[src/rtl/iob_fifo_burst_arb.sv]
// Round-robin burst arbiter feeding one shared FIFO write port.
// A requester is granted only when the FIFO has room for its whole burst.
module iob_fifo_burst_arb #(
    parameter int unsigned N_REQ        = 2,
    parameter int unsigned W_DATA_W     = 32,
    parameter int unsigned BURST_LEN    = 4,
    parameter int unsigned OCC_W        = 32,
    parameter int unsigned FIFO_CAP     = 16,
    parameter int unsigned OCC_PER_WORD = 4
) (
    input  logic                      clk,
    input  logic                      rst,
    input  logic                      en,
    input  logic [N_REQ-1:0]          req,
    input  logic [N_REQ-1:0]          valid,
    input  logic [N_REQ*W_DATA_W-1:0] data_in,
    output logic [N_REQ-1:0]          gnt,
    output logic [N_REQ-1:0]          ready,
    output logic [N_REQ-1:0]          done,
    output logic                      busy,
    output logic [W_DATA_W-1:0]       fifo_data_out,
    output logic                      fifo_write_en,
    input  logic                      fifo_full,
    input  logic [OCC_W-1:0]          fifo_ocupancy
);
    localparam int unsigned IDX_W  = (N_REQ > 1) ? $clog2(N_REQ) : 1;
    localparam int unsigned BEAT_W = (BURST_LEN > 1) ? $clog2(BURST_LEN) : 1;
    localparam int unsigned CMP_W  = ((OCC_W > 32) ? OCC_W : 32) + 2;

    localparam logic [CMP_W-1:0]  NEED      = CMP_W'(BURST_LEN * OCC_PER_WORD);
    localparam logic [CMP_W-1:0]  CAP       = CMP_W'(FIFO_CAP);
    localparam logic [BEAT_W-1:0] LAST_BEAT = BEAT_W'(BURST_LEN - 1);
    localparam logic [IDX_W-1:0]  IDX_MAX   = IDX_W'(N_REQ - 1);

    typedef enum logic {
        S_IDLE  = 1'b0,
        S_BURST = 1'b1
    } state_t;

    state_t               r_state;
    state_t               w_state_nxt;
    logic [IDX_W-1:0]     r_last;
    logic [BEAT_W-1:0]    r_beat;
    logic [N_REQ-1:0]     r_gnt;
    logic [N_REQ-1:0]     r_done;

    logic [W_DATA_W-1:0]  w_words [N_REQ];
    logic [CMP_W-1:0]     w_occ;
    logic                 w_room;
    logic                 w_found;
    logic [IDX_W-1:0]     w_win;
    logic                 w_grant;
    logic                 w_last_acc;

    // Unpack the flattened requester data bus.
    always_comb begin
        for (int i = 0; i < int'(N_REQ); i++) begin
            w_words[i] = data_in[i*W_DATA_W +: W_DATA_W];
        end
    end

    // Room check; an occupancy above capacity counts as no room.
    assign w_occ  = CMP_W'(fifo_ocupancy);
    assign w_room = (w_occ <= CAP) && ((CAP - w_occ) >= NEED);

    // Round-robin search starting just after the previous winner.
    always_comb begin : find_winner
        int unsigned          idx;
        logic [IDX_W-1:0]     sel;
        w_found = 1'b0;
        w_win   = '0;
        idx     = 0;
        sel     = '0;
        for (int unsigned k = 1; k <= N_REQ; k++) begin
            idx = 32'(r_last) + k;
            if (idx >= N_REQ) begin
                idx = idx - N_REQ;
            end
            sel = IDX_W'(idx);
            if (!w_found && req[sel]) begin
                w_found = 1'b1;
                w_win   = sel;
            end
        end
    end

    assign w_grant    = (r_state == S_IDLE) && en && w_found && w_room;
    assign w_last_acc = fifo_write_en && (r_beat == LAST_BEAT);

    // State register.
    always_ff @(posedge clk or negedge rst) begin
        if (!rst) begin
            r_state <= S_IDLE;
        end else begin
            r_state <= w_state_nxt;
        end
    end

    // Next-state logic: only the final accepted beat ends a burst.
    always_comb begin
        w_state_nxt = r_state;
        case (r_state)
            S_IDLE:  if (w_grant)    w_state_nxt = S_BURST;
            S_BURST: if (w_last_acc) w_state_nxt = S_IDLE;
            default: w_state_nxt = S_IDLE;
        endcase
    end

    // Write-port steering toward the granted requester.
    always_comb begin
        ready         = '0;
        fifo_write_en = 1'b0;
        fifo_data_out = '0;
        if (r_state == S_BURST) begin
            ready[r_last] = ~fifo_full;
            fifo_write_en = valid[r_last] & ~fifo_full;
            fifo_data_out = w_words[r_last];
        end
    end

    // Grant, beat counter, winner history and done pulse.
    always_ff @(posedge clk or negedge rst) begin
        if (!rst) begin
            r_last <= IDX_MAX;
            r_beat <= '0;
            r_gnt  <= '0;
            r_done <= '0;
        end else begin
            r_done <= '0;
            if (w_grant) begin
                r_last <= w_win;
                r_beat <= '0;
                r_gnt  <= N_REQ'(1) << w_win;
            end else if ((r_state == S_BURST) && fifo_write_en) begin
                if (r_beat == LAST_BEAT) begin
                    r_beat         <= '0;
                    r_gnt          <= '0;
                    r_done[r_last] <= 1'b1;
                end else begin
                    r_beat <= r_beat + BEAT_W'(1);
                end
            end
        end
    end

    assign gnt  = r_gnt;
    assign done = r_done;
    assign busy = (r_state == S_BURST);

endmodule

[config.mk]
export PLATFORM = sky130hd
export DESIGN_NAME = iob_fifo_burst_arb
export DESIGN_NICKNAME = d
export VERILOG_FILES = /design/src/rtl/iob_fifo_burst_arb.sv
export SDC_FILE = /design/constraint.sdc
export NUM_CORES = 1
export LEC_CHECK = 0
export ABC_AREA = 1
export BUFFER_PORTS_ARGS = -buffer_cell sky130_fd_sc_hd__buf_4
export CAP_MARGIN = 20
export CORE_MARGIN = 2
export CORE_UTILIZATION = 28
export CTS_CLUSTER_SIZE = 20
export DETAILED_ROUTE_END_ITERATION = 8
export PLACE_DENSITY = 0.77
export SKIP_LAST_GASP = 1
export SLEW_MARGIN = 25
export SYNTH_ARGS = -nofsm -noshare
export SYNTH_HDL_FRONTEND = slang
export SYNTH_SLANG_ARGS = --single-unit
export TNS_END_PERCENT = 1
[constraint.sdc]
create_clock -name clk -period 1.4 [get_ports clk]
set_input_delay 0.07 -clock clk [delete_from_list [all_inputs] [get_ports clk]]
set_output_delay 0.07 -clock clk [all_outputs]
set_load 0.03 [all_outputs]
==> qor.txt <==
Worst Path Required: 1.33 ns
Max IR drop VDD: 0.5348 mV
First-pass GRT wire length: 7003 um
Reg area: 201.4 um2
Worst setup slack after layout: -0.07865 ns
Worst hold slack: 0.1925 ns
Worst setup SP type: register
Die height: 65.89 um
CTS tree: yes
Power density cells: 358.7 nW/um2
GRT Residual Overflow: 0
Synthesized area per cell: 5.106 um2
Initial antenna violation count: 0
Flop and latch count out of synthesis: 8
DRC violation count after routing: 0
Number of buffers created by CTS: 3
Largest net degree at the start of global routing: 36
Core Util, Final: 62.27%
Port bufs: 143
Worst min path class: in2async
Routability congestion estimate: 0.7870
Final antenna-violating net count: 0
Nets: 458
Min cycle time layout: 1.479 ns
Worst setup EP type: output port
Status: finished, violations left
Synth cell types: 23
Root buf cell: clkbuf_8
Area delta synth->final: 112.6%
Starting Density: 29.29%
CTS H-tree lvls: 1
Post-DP HPWL: 3742 um
Placed Area: 2212 um2
Die W: 65.89 um
Fin area: 2280 um2
WL per Instance: 11.33 um
# diodes: 0
Total GRT Usage: 20.06%
Worst slack at placement: 0.05069 ns
Met3 Use GR: 4.429%
Via-per-instance ratio: 4.468
Share of cells above drive strength 1: 45.45%
Top Ports: 144
Critical path class: reg2out
Die area: 4341 um2
Slew Limit Headroom: 81.64%
Failing checks: negative setup slack
Filler Cells Inserted: 364
Yosys warnings: 0
Worst-path fanout max: 11
Core area: 3661 um2
Mapped cell area: 1072 um2
M1 GR Usage: 20.79%
Deepest clock path buffer count: 2
Non-Filler Instances: 400
Placed insts: 395
Period utilization: 105.6%
DR pass1 iterations: 4
Final slew viol count: 0
Sequential area share after synthesis: 18.79%
Final Hold Fails: 0
Max cap viols: 0
Multi-input logic area: 783.3 um2
Clk slew on worst S/H paths: 0.04 ns
Clk Latency, worst-skew pair: 0.23 ns
Peak Freq: 676.3 MHz
Leakage: 1.255 nW
Gate Count Post-Synth: 210
Initial DRC count: 68
Number of global-route vias before repair: 1646
Rows: 22
Slew of the pin with the lowest slew margin: 0.2754 ns
Arr. time, crit path: 1.41 ns
Setup bufs post-CTS: 0
Clk sink count: 8
WL final: 4533 um
Setup violations, final: 33
Vias after detailed routing: 1787
M2 GR Usage: 38.76%
Worst Clk Skew: 0.003823 ns
Layer with the highest usage: met2
Unrepaired setup endpoints after global routing: yes
Mapped Nets: 315
[report_power, final]
part / internal (mW) / total (mW) / switching (mW)
clock: 0.198 / 0.294 / 0.0965
combinational: 0.209 / 0.291 / 0.0822
sequential: 0.232 / 0.232 / 0.0000000557
total: 0.639 / 0.818 / 0.179
[flip-flops by register name, indices dropped and copies added, names as in the netlist]
signal	count
done	2
busy	1
gnt	2
r_last	1
r_beat	2
[cell type report]
cell class,instances,area share [%]
clock buffers,4,1.976
inverters,13,2.250
multi-input cells,179,34.36
flip-flops and latches,8,8.836
well taps,48,2.634
repair buffers,148,49.94
[metrics by stage]
| stage | TNS (ns) | power, mW |
|---|---|---|
| 6_report | -1.350 | 0.8176 |
| 5_1_grt | -4.122 | 0.8659 |
| 4_1_cts | -1.717 | 0.8282 |
| 3_5_place_dp | 0 | 0.5246 |
| 3_3_place_gp | 0 | 0.5204 |
| 2_1_floorplan | -1.920 | 0.2929 |
[worst paths after layout]
path	slack [ns]	cells after the start	startpoint	to
setup / recovery	-0.08	4	r_last$_DFFE_PN1P_	fifo_data_out[27]
hold / removal	0.19	2	rst	r_beat[0]$_DFFE_PN0P_
setup reg to reg	0.03	9	r_last$_DFFE_PN1P_	gnt[1]$_DFFE_PN0P_
hold reg to reg	0.52	2	gnt[0]$_DFFE_PN0P_	gnt[0]$_DFFE_PN0P_
max in group asynchronous	0.99	2	rst	r_last$_DFFE_PN1P_
min in group clk	0.19	4	req[1]	gnt[0]$_DFFE_PN0P_
[cells in the mapped netlist (all sizes together)]
| cell type | n | area share (%) |
|---|---|---|
| o21ai | 32 | 15 |
| buf | 2 | 1.1 |
| and2 | 1 | 0.58 |
| nand3b | 2 | 1.4 |
| dfstp | 1 | 2.5 |
| a22oi | 1 | 0.70 |
| xnor2 | 1 | 0.82 |
| nor3 | 4 | 2.9 |
| ha | 1 | 1.2 |
| nor2 | 95 | 33 |
| nand2 | 35 | 13 |
| clkbuf | 8 | 2.8 |
| nand3 | 6 | 3.3 |
| inv | 13 | 4.8 |
| nand4 | 1 | 0.58 |
| dfrtp | 7 | 16 |
[metal layers]
metal,routed length [um],share of wire [%]
met3,428,9.4
met4,109,2.4
met2,2366,52
met1,1629,36
met5,0,0
[cells by family (layout without fill, tap and decap cells)]
| kind of cell | after synthesis | after routing | synth area share [%] |
|---|---|---|---|
| DFF | 8 | 8 | 18.79 |
| adders and majority gates | 1 | 1 | 1.167 |
| AOI/OAI and AO/OA | 33 | 33 | 15.64 |
| xor gates and xnor gates | 1 | 1 | 0.8170 |
| and+or+nand+nor | 144 | 144 | 54.96 |
| buffers and inverters | 23 | 165 | 8.636 |
[worst max-delay path, cell delays in order, from the launching register on]
cell	delay [ns]
dfstp_2	0.60
buf_4	0.19
o21ai_0	0.10
nor2_1	0.11
buf_4	0.17
[repair_timing]
action	in CTS	in global routing
resized for setup	2	1
endpoints found under the hold margin	8	0
hold buffers	1	0
setup endpoints to repair	33	37
pin swaps	0	1
[cell usage in the layout (no fill, tap or decap)]
cell type / netlist / final
buf_4: 1 / 145
nor2_1: 94 / 94
nand2_1: 33 / 33
o21ai_0: 32 / 32
inv_1: 10 / 10
dfrtp_1: 7 / 7
nand3_1: 5 / 5
clkbuf_8: 0 / 3
inv_2: 2 / 2
nand2_2: 2 / 2
nor3_1: 3 / 2
nand3b_1: 2 / 2
buf_12: 0 / 2
inv_4: 1 / 1
nor2_2: 1 / 1
nand3_2: 1 / 1
nor3_4: 1 / 1
and2_1: 1 / 1
nand4_1: 1 / 1
nor3_2: 0 / 1
xnor2_1: 1 / 1
a22oi_1: 1 / 1
ha_1: 1 / 1
clkbuf_1: 8 / 1
dlygate4sd3_1: 0 / 1
dfstp_2: 1 / 1
(Power assumes the default switching activity.)
